## src/rtl/sram_rd_streamer_if.sv

```systemverilog
// Command, SRAM-port and output-stream signals of the SRAM read streamer.
// The master modport is the streamer; the slave modport is its environment.
interface sram_rd_streamer_if #(
    parameter int unsigned DW = 128,
    parameter int unsigned AW = 4
);
    logic          start;
    logic [AW-1:0] base_addr;
    logic [AW:0]   len;
    logic          busy;
    logic          done;
    logic          sram_cen;
    logic          sram_wen;
    logic [AW-1:0] sram_a;
    logic [DW-1:0] sram_q;
    logic [DW-1:0] out_data;
    logic          out_valid;
    logic          out_ready;
    logic          out_last;

    modport master (
        input  start, base_addr, len, sram_q, out_ready,
        output busy, done, sram_cen, sram_wen, sram_a, out_data, out_valid, out_last
    );

    modport slave (
        output start, base_addr, len, sram_q, out_ready,
        input  busy, done, sram_cen, sram_wen, sram_a, out_data, out_valid, out_last
    );
endinterface

```

## src/rtl/sram_rd_streamer.sv

```systemverilog
// Issues LEN wrapping row reads to a 1-cycle-latency SRAM and streams the rows
// out through a small credit-controlled FIFO with full valid/ready backpressure.
module sram_rd_streamer #(
    parameter int unsigned DW    = 128,
    parameter int unsigned AW    = 4,
    parameter int unsigned DEPTH = 2
) (
    input logic                clk,
    input logic                reset_n,
    sram_rd_streamer_if.master io_bus
);
    localparam int unsigned PW = (DEPTH > 1) ? $clog2(DEPTH) : 1;
    localparam int unsigned OW = $clog2(DEPTH) + 1;
    localparam int unsigned CW = OW + 1;
    localparam int unsigned RW = AW + 1;

    typedef enum logic [1:0] {StIdle, StRun, StDrain} state_e;

    state_e          r_state;
    logic [AW-1:0]   r_addr;
    logic [RW-1:0]   r_rem;
    logic            r_busy;
    logic            r_done;
    logic            r_pend;
    logic            r_pend_last;
    logic [DW-1:0]   r_mem [DEPTH];
    logic [DEPTH-1:0] r_last_mem;
    logic [PW-1:0]   r_wr_ptr;
    logic [PW-1:0]   r_rd_ptr;
    logic [OW-1:0]   r_occ;

    logic            w_push;
    logic            w_pop;
    logic            w_issue;
    logic            w_valid;
    logic [OW-1:0]   w_occ_nxt;
    logic [CW-1:0]   w_used;
    logic [CW-1:0]   w_avail;

    assign w_valid   = (r_occ != '0);
    assign w_push    = r_pend;
    assign w_pop     = w_valid && io_bus.out_ready;
    assign w_occ_nxt = r_occ + OW'(w_push) - OW'(w_pop);

    // A slot being popped this cycle is free again by the time the read lands,
    // which is what sustains one row per cycle with DEPTH=2.
    assign w_used  = CW'(r_occ) + CW'(r_pend);
    assign w_avail = CW'(DEPTH) + CW'(w_pop);
    assign w_issue = (r_state == StRun) && (w_used < w_avail);

    always_ff @(posedge clk or negedge reset_n) begin
        if (!reset_n) begin
            r_state     <= StIdle;
            r_addr      <= '0;
            r_rem       <= '0;
            r_busy      <= 1'b0;
            r_done      <= 1'b0;
            r_pend      <= 1'b0;
            r_pend_last <= 1'b0;
        end else begin
            r_done      <= 1'b0;
            r_pend      <= w_issue;
            r_pend_last <= w_issue && (r_rem == RW'(1));
            unique case (r_state)
                StIdle: begin
                    if (io_bus.start) begin
                        if (io_bus.len != '0) begin
                            r_addr  <= io_bus.base_addr;
                            r_rem   <= io_bus.len;
                            r_busy  <= 1'b1;
                            r_state <= StRun;
                        end else begin
                            r_done <= 1'b1;
                        end
                    end
                end
                StRun: begin
                    if (w_issue) begin
                        r_addr <= r_addr + AW'(1);
                        r_rem  <= r_rem - RW'(1);
                        if (r_rem == RW'(1)) r_state <= StDrain;
                    end
                end
                StDrain: begin
                    // No issues remain, so an empty next occupancy means the last row is gone.
                    if (w_occ_nxt == '0) begin
                        r_state <= StIdle;
                        r_busy  <= 1'b0;
                        r_done  <= 1'b1;
                    end
                end
                default: r_state <= StIdle;
            endcase
        end
    end

    always_ff @(posedge clk or negedge reset_n) begin
        if (!reset_n) begin
            for (int unsigned i = 0; i < DEPTH; i++) r_mem[i] <= '0;
            r_last_mem <= '0;
            r_wr_ptr   <= '0;
            r_rd_ptr   <= '0;
            r_occ      <= '0;
        end else begin
            if (w_push) begin
                r_mem[r_wr_ptr]      <= io_bus.sram_q;
                r_last_mem[r_wr_ptr] <= r_pend_last;
                r_wr_ptr             <= r_wr_ptr + PW'(1);
            end
            if (w_pop) r_rd_ptr <= r_rd_ptr + PW'(1);
            r_occ <= w_occ_nxt;
        end
    end

    assign io_bus.busy      = r_busy;
    assign io_bus.done      = r_done;
    assign io_bus.sram_cen  = ~w_issue;
    assign io_bus.sram_wen  = 1'b1;
    assign io_bus.sram_a    = r_addr;
    assign io_bus.out_data  = r_mem[r_rd_ptr];
    assign io_bus.out_valid = w_valid;
    assign io_bus.out_last  = w_valid && r_last_mem[r_rd_ptr];

    assert property (@(posedge clk) disable iff (!reset_n) !(w_push && r_occ == OW'(DEPTH)));
endmodule
```

## src/flat_wrapper.sv

```systemverilog
// flat-port wrapper written by rule: the top's interface ports become plain ports
module sram_rd_streamer_flat 
#(
    parameter int unsigned DW    = 128,
    parameter int unsigned AW    = 4,
    parameter int unsigned DEPTH = 2
)
  (clk, reset_n, io_bus_start, io_bus_base_addr, io_bus_len, io_bus_sram_q, io_bus_out_ready, io_bus_busy, io_bus_done, io_bus_sram_cen, io_bus_sram_wen, io_bus_sram_a, io_bus_out_data, io_bus_out_valid, io_bus_out_last);
  sram_rd_streamer_if #(.DW(DW), .AW(AW)) io_bus_i ();
  input logic clk;
  input logic reset_n;
  input wire logic [$bits(io_bus_i.start)-1:0] io_bus_start;
  input wire logic [$bits(io_bus_i.base_addr)-1:0] io_bus_base_addr;
  input wire logic [$bits(io_bus_i.len)-1:0] io_bus_len;
  input wire logic [$bits(io_bus_i.sram_q)-1:0] io_bus_sram_q;
  input wire logic [$bits(io_bus_i.out_ready)-1:0] io_bus_out_ready;
  output wire logic [$bits(io_bus_i.busy)-1:0] io_bus_busy;
  output wire logic [$bits(io_bus_i.done)-1:0] io_bus_done;
  output wire logic [$bits(io_bus_i.sram_cen)-1:0] io_bus_sram_cen;
  output wire logic [$bits(io_bus_i.sram_wen)-1:0] io_bus_sram_wen;
  output wire logic [$bits(io_bus_i.sram_a)-1:0] io_bus_sram_a;
  output wire logic [$bits(io_bus_i.out_data)-1:0] io_bus_out_data;
  output wire logic [$bits(io_bus_i.out_valid)-1:0] io_bus_out_valid;
  output wire logic [$bits(io_bus_i.out_last)-1:0] io_bus_out_last;
  assign io_bus_i.start = io_bus_start;
  assign io_bus_i.base_addr = io_bus_base_addr;
  assign io_bus_i.len = io_bus_len;
  assign io_bus_i.sram_q = io_bus_sram_q;
  assign io_bus_i.out_ready = io_bus_out_ready;
  assign io_bus_busy = io_bus_i.busy;
  assign io_bus_done = io_bus_i.done;
  assign io_bus_sram_cen = io_bus_i.sram_cen;
  assign io_bus_sram_wen = io_bus_i.sram_wen;
  assign io_bus_sram_a = io_bus_i.sram_a;
  assign io_bus_out_data = io_bus_i.out_data;
  assign io_bus_out_valid = io_bus_i.out_valid;
  assign io_bus_out_last = io_bus_i.out_last;
  sram_rd_streamer #(.DW(DW), .AW(AW), .DEPTH(DEPTH)) u_core (.clk(clk), .reset_n(reset_n), .io_bus(io_bus_i));
endmodule
```

## config.mk

```make
export PLATFORM = sky130hd
export DESIGN_NAME = sram_rd_streamer_flat
export DESIGN_NICKNAME = d
export VERILOG_FILES = /design/src/rtl/sram_rd_streamer_if.sv /design/src/rtl/sram_rd_streamer.sv /design/src/flat_wrapper.sv
export SDC_FILE = /design/constraint.sdc
export NUM_CORES = 1
export LEC_CHECK = 0
export ABC_AREA = 1
export BUFFER_PORTS_ARGS = -buffer_cell sky130_fd_sc_hd__buf_2
export CORE_MARGIN = 2
export CORE_UTILIZATION = 55
export DETAILED_ROUTE_END_ITERATION = 6
export PLACE_DENSITY = 0.81
export SYNTH_ARGS = -nofsm -noshare
export SYNTH_HDL_FRONTEND = slang
export SYNTH_SLANG_ARGS = --single-unit
```

## constraint.sdc

```tcl
create_clock -name clk -period 2.1 [get_ports clk]
set_clock_uncertainty 0.15 [all_clocks]
set_input_delay 0.105 -clock clk [delete_from_list [all_inputs] [get_ports clk]]
set_output_delay 0.105 -clock clk [all_outputs]
set_load 0.03 [all_outputs]
```

Yosys cells after proc, flatten, opt, wreduce, memory -nomap -nowiden
Cells that the tools add are included.
Widths: inputs -> output; s select.

storage, ports and cells
  register bits after elaboration = 277
  bits in latches = 0
  memory bits (writable) = 0
  bits in read-only memories = 0
  output and inout port bits = 138
  word-level logic and storage cells = 87
  memories kept = 0

operators by class
  add/sub/neg operators = 8
  multiply operators = 0
  div/mod/pow operators = 0
  $lt $le $gt $ge = 7
  equality and inequality tests = 8
  shift operators = 0
  muxes and demuxes = 33
  bitwise operators = 3
  reduce and logical (&&, ||, !) cells = 15

operators with widths
  cell                 count
  $mux 128             4
  $bwmux 256           1
  $demux 128 s1        1
  $mux 5               3
  $mux 4               3
  $mux 2               5
  $pmux 5 s2           1
  $mux 1               9
  $pmux 4 s2           1
  $reduce_and 4->1     2
  $logic_and 1x1->1    6
  $ne 2x1->1 const B   3
  $pmux 2 s3           1
  $reduce_bool 2->1    3
  $eq 5x1->1 const B   1
  $reduce_and 5->1     1
  $reduce_bool 5->1    1
  $sub 5x1->5 const B  1
  $add 4x1->4 const B  1
  $ge 2x2->1 const B   2
  $logic_not 2->1      2
  $lt 1x2->1 const B   2
  $ne 2x2->1 const B   2
  $not 1->2            2
  14 further kinds     16

Longest topological paths before layout
  depth after elaboration = 7
  gate-level depth with buffers = 14
  depth with buffers taken out = 14

Least setup slack after synthesis
No wires, ideal clock.

  path type = reg-to-reg
  start = register u_core.r_occ[1]
  end = register u_core.r_busy, in the netlist u_core.io_bus.busy
  library setup time = 0.118 ns
  arrival time = 1.756 ns
  path slack = 0.076 ns
  cell stages (with the launch flop) = 14
  period minus slack after synthesis = 2.024 ns
  cell sequence = dfrtp_1 -> inv_1 -> nand2_1 -> nand2_1 -> inv_1 -> ha_1 -> inv_1 -> ha_1 -> inv_1 -> nand3_1 -> nand2_1 -> nand2_1 -> nand2_1 -> nand2_1

between the ends
  longest elaborated chain between the ends = 6
  elaborated cells between the ends (all ways) = 7
  classes of those cells = 2 x add/sub; 1 x eq/ne; 4 x reduce/logical

RTL lines
  what                               RTL line                 source
  from (decl)                        sram_rd_streamer.sv:30   logic [OW-1:0] r_occ;
  from (signal assigned)             sram_rd_streamer.sv:111  r_occ <= w_occ_nxt;
  $reduce_bool 2->1                  sram_rd_streamer.sv:40   assign w_valid = (r_occ != '0);
  via io_bus_out_valid               flat_wrapper.sv:23       output wire logic [$bits(io_bus_i.out_valid)-1:0] io_bus_out_valid;
  $logic_and 1x1->1                  sram_rd_streamer.sv:42   assign w_pop = w_valid && io_bus.out_ready;
  via u_core.w_pop                   sram_rd_streamer.sv:33   logic w_pop;
  $sub 2x1->2                        sram_rd_streamer.sv:43   assign w_occ_nxt = r_occ + OW'(w_push) - OW'(w_pop);
  via u_core.w_occ_nxt[0]            sram_rd_streamer.sv:36   logic [OW-1:0] w_occ_nxt;
  $logic_not 2->1                    sram_rd_streamer.sv:86   if (w_occ_nxt == '0) begin
  $ne 2x1->1 (no source line)        --
  $reduce_and 4->1 (no source line)  --
  to (signal assigned)               sram_rd_streamer.sv:56   r_busy <= 1'b0;
  to (signal assigned)               sram_rd_streamer.sv:70   r_busy <= 1'b1;
  to (signal assigned)               sram_rd_streamer.sv:88   r_busy <= 1'b0;
  to (decl)                          sram_rd_streamer.sv:22   logic r_busy;

The timed path passes the listed nets, and every way through them passes these cells.
A chain may end at the register's enable or synchronous reset.

Final worst setup path
  start = register u_core.r_rd_ptr
  end = output port io_bus_out_data[60]

between the ends
  longest elaborated chain between the ends = 4

RTL lines
  what                                         RTL line                 source
  from (decl)                                  sram_rd_streamer.sv:29   logic [PW-1:0] r_rd_ptr;
  from (signal assigned)                       sram_rd_streamer.sv:110  if (w_pop) r_rd_ptr <= r_rd_ptr + PW'(1);
  $not 1->2 (not written as such)              sram_rd_streamer.sv:120  assign io_bus.out_data = r_mem[r_rd_ptr];
  $mux 128 (not written as such) (3 in a row)  sram_rd_streamer.sv:120
  to (decl)                                    flat_wrapper.sv:22       output wire logic [$bits(io_bus_i.out_data)-1:0] io_bus_out_data;

No other way between the ends. The select of a mux whose other input is x is not followed.

==> impl_metrics.json <==
{
  "core_um2": 22600,
  "die_area_um2": 24300,
  "postSynthAreaPerCell_um2": 8.25,
  "cp_data_arrival_time_ns": 1.84,
  "grt_usage_pct": 28.8,
  "path_class": "reg -> out",
  "violations": "DRC",
  "powerDensity_nw_per_um2": 1910,
  "holdWs_ns": 0.209,
  "die_h_um": 156,
  "multi_input_area_um2": 4750,
  "regToRegStartpoint": "u_core.r_occ[0]$_DFF_PN0_",
  "rsz0062_at_grt": "true",
  "nNetsFinal": 2111,
  "wl_met1_mm": 14.6,
  "cap_violations": 0,
  "rows": 55,
  "cts_root_buf": "clkbuf_16",
  "synth_seq_cells": 277,
  "io_buffer_count": 277,
  "fillers": 1400,
  "drc_errors": 2,
  "initial_core_util_pct": 56.1,
  "hold_path_end": "u_core.r_mem[223]$_DFFE_PN0P_",
  "crit_required_ns": 1.85,
  "dieWidth_um": 156,
  "netSwitchingFraction_pct": 46.5,
  "clock_latency_ns": 0.53,
  "p_int_mw": 18.0,
  "vias_per_cell": 5.33,
  "grt_pass1_wl_mm": 56.7,
  "htreeDepth": 1,
  "dp.cells": 2055,
  "ys_types": 26,
  "regArea_um2": 6940,
  "rr_endpoint": "u_core.io_bus.busy$_DFFE_PN0P_",
  "numCtsBuffers": 28,
  "r2r_cells": 14,
  "clock_sink_count": 277,
  "antenna_found_initial": 1,
  "reg2reg_slack_ns": 0.07,
  "drv_slew": 0,
  "hold_start": "io_bus_sram_q[95]",
  "io_pins": 279,
  "hold_path_depth": 4,
  "grt_pass1_vias": 11700,
  "switching_power_mw": 15.6,
  "antenna_left": 0,
  "slew_headroom_pct": 63.7,
  "yosysSeqAreaShare_pct": 54.5,
  "met2_length_mm": 19.3,
  "clockBufferDepth": 3,
  "fin_crit_ns": 2.10,
  "vias": 12100,
  "ir_drop_v": 0.00153,
  "setup_viol": 0,
  "start_kind": "register",
  "min_period_over_period_pct": 99.9,
  "dr.pass1.iters": 7,
  "worst_slew_pin_slew_ns": 0.544,
  "p_leak_nw": 9.56,
  "clkPwrFrac_pct": 16.7,
  "avgRoutedWirePerCell_um": 17.1,
  "synthCells": 1540,
  "critPathCaptureType": "output pin",
  "wl_met3_mm": 3.02,
  "fin_cells": 2271,
  "maxUsedRoutingLayer": "met4",
  "min_path_type": "in -> reg",
  "crit_fanout": 9,
  "first_iter_violations": 1085,
  "syn_area_um2": 12700,
  "hpwl_mm": 20.2,
  "gp_congestion": 0.824,
  "critPathLaunch": "u_core.r_rd_ptr$_DFFE_PN0P_",
  "status": "finished with violations",
  "yosys_warnings": 0,
  "drive_above_1_share_pct": 25.8,
  "cts_tree": "yes",
  "pwr-share-seq_pct": 28.7,
  "syn_to_final_growth_pct": 38.7,
  "finalHoldViolCount": 0,
  "drt_wl_total_mm": 38.7,
  "grt_max_degree": 77,
  "clock.fmax_mhz": 477,
  "grt.overflow.total": 0,
  "clkTransAtPathRegs_ns": 0.06,
  "syn_nets": 1688,
  "pwr-share-comb_pct": 54.6,
  "total_power_mw": 33.6
}
[flip-flops by register name (all words and copies together), names as in the netlist]
signal / cells
u_core.r_occ: 2
u_core.io_bus.done: 1
u_core.r_rem: 5
u_core.r_last_mem: 2
u_core.r_rd_ptr: 1
u_core.r_mem: 256
u_core.io_bus.busy: 1
u_core.io_bus.sram_a: 4
u_core.r_wr_ptr: 1
u_core.r_pend: 1
u_core.r_pend_last: 1
u_core.r_state: 2
[cell families (layout without fill, tap and decap cells)]
family | Yosys count | in the layout | synth area share, %
simple gates | 749 | 749 | 22.6
flops | 277 | 277 | 54.5
compound gates | 265 | 265 | 13.2
buf+inv | 240 | 685 | 8.92
fa+ha+maj | 7 | 7 | 0.689
other cells | 1 | 2 | 0.0295
xor+xnor | 1 | 1 | 0.0689
[metal layers]
metal / up-vias / track usage, %
met5: - / 0
met4: 0 / 12.3
met3: 159 / 5.67
met2: 629 / 49.9
met1: 5726 / 35.4
li1: 5590 / -
[final cells by class]
class / count / share of cell area (%)
clock inverter: 12 / 1.26
clock buffer: 40 / 4.68
inverter: 152 / 3.40
antenna: 1 / 0.0142
sequential: 277 / 39.3
timing repair buffer: 480 / 22.2
multi-input combinational: 1023 / 27.0
tap: 285 / 2.02
timing repair inverter: 1 / 0.0923
[critical path, cell delays in order, from the launching register on]
cell	delay [ns]
dfrtp_4	0.55
clkinv_16	0.12
buf_12	0.16
clkbuf_16	0.16
nand2_1	0.08
nand2_1	0.09
buf_6	0.15
[through the flow]
step	cell area, µm²	util [%]	setup TNS (ns)	worst slack [ns]
final	17600	77.9	0	0.00275
after global routing	17600	77.9	-0.520	-0.0703
after CTS	17000	75.3	-0.0649	-0.0304
after detailed placement	14500	63.9	0	0.137
after global placement	14500	63.9	0	0.227
after floorplan	12700	-	0	0.0763
[synth_stat cells, drive strengths merged]
master,count,share of area [%]
or2,2,0.099
clkbuf,32,0.95
o21ai,265,13
nand2,709,21
nand3b,1,0.059
buf,56,3.5
xor2,1,0.069
dfrtp,277,55
nor3,3,0.16
nand3,18,0.71
nand4,1,0.049
nor2,15,0.50
ha,7,0.69
inv,152,4.5
conb,1,0.030
[what timing repair did]
item / 4_1_cts / 5_1_grt
pin swaps: 4 / 3
hold buffers: 142 / 0
buffers inserted: 6 / 8
hold endpoints to repair: 548 / 0
endpoints found under the setup margin: 118 / 119
resized for setup: 14 / 174
gates cloned: 0 / 7
[layout by cell type, fill, tap and decap left out, drive strengths merged]
| master | instances |
|---|---|
| buf | 321 |
| bufinv | 6 |
| clkbuf | 57 |
| clkinv | 8 |
| conb | 1 |
| dfrtp | 277 |
| diode | 1 |
| dlygate4sd3 | 142 |
| ha | 7 |
| inv | 151 |
| nand2 | 709 |
| nand3 | 18 |
| nand3b | 1 |
| nand4 | 1 |
| nor2 | 15 |
| nor3 | 3 |
| o21ai | 265 |
| or2 | 2 |
| xor2 | 1 |
[worst max path at each step]
stage,to,slack (ns),cells after the start
2_1_floorplan,u_core.io_bus.busy$_DFFE_PN0P_,0.08,13
5_1_grt,io_bus_out_data[60],-0.07,6
4_1_cts,io_bus_out_last,-0.03,4
6_report,io_bus_out_data[60],0.003,6
3_3_place_gp,u_core.io_bus.busy$_DFFE_PN0P_,0.23,13
3_5_place_dp,u_core.io_bus.busy$_DFFE_PN0P_,0.14,13
[power by group through the flow]
stage | registers (mW) | logic (mW) | clock network [mW]
after floorplan | 9.22 | 11.4 | 0
after global placement | 9.35 | 15.3 | 0
after detailed placement | 9.48 | 15.6 | 0
after CTS | 9.45 | 16.2 | 5.63
after global routing | 9.88 | 19.8 | 5.87
final | 9.65 | 18.4 | 5.60
Note: power is estimated with default switching activity, not from simulation.
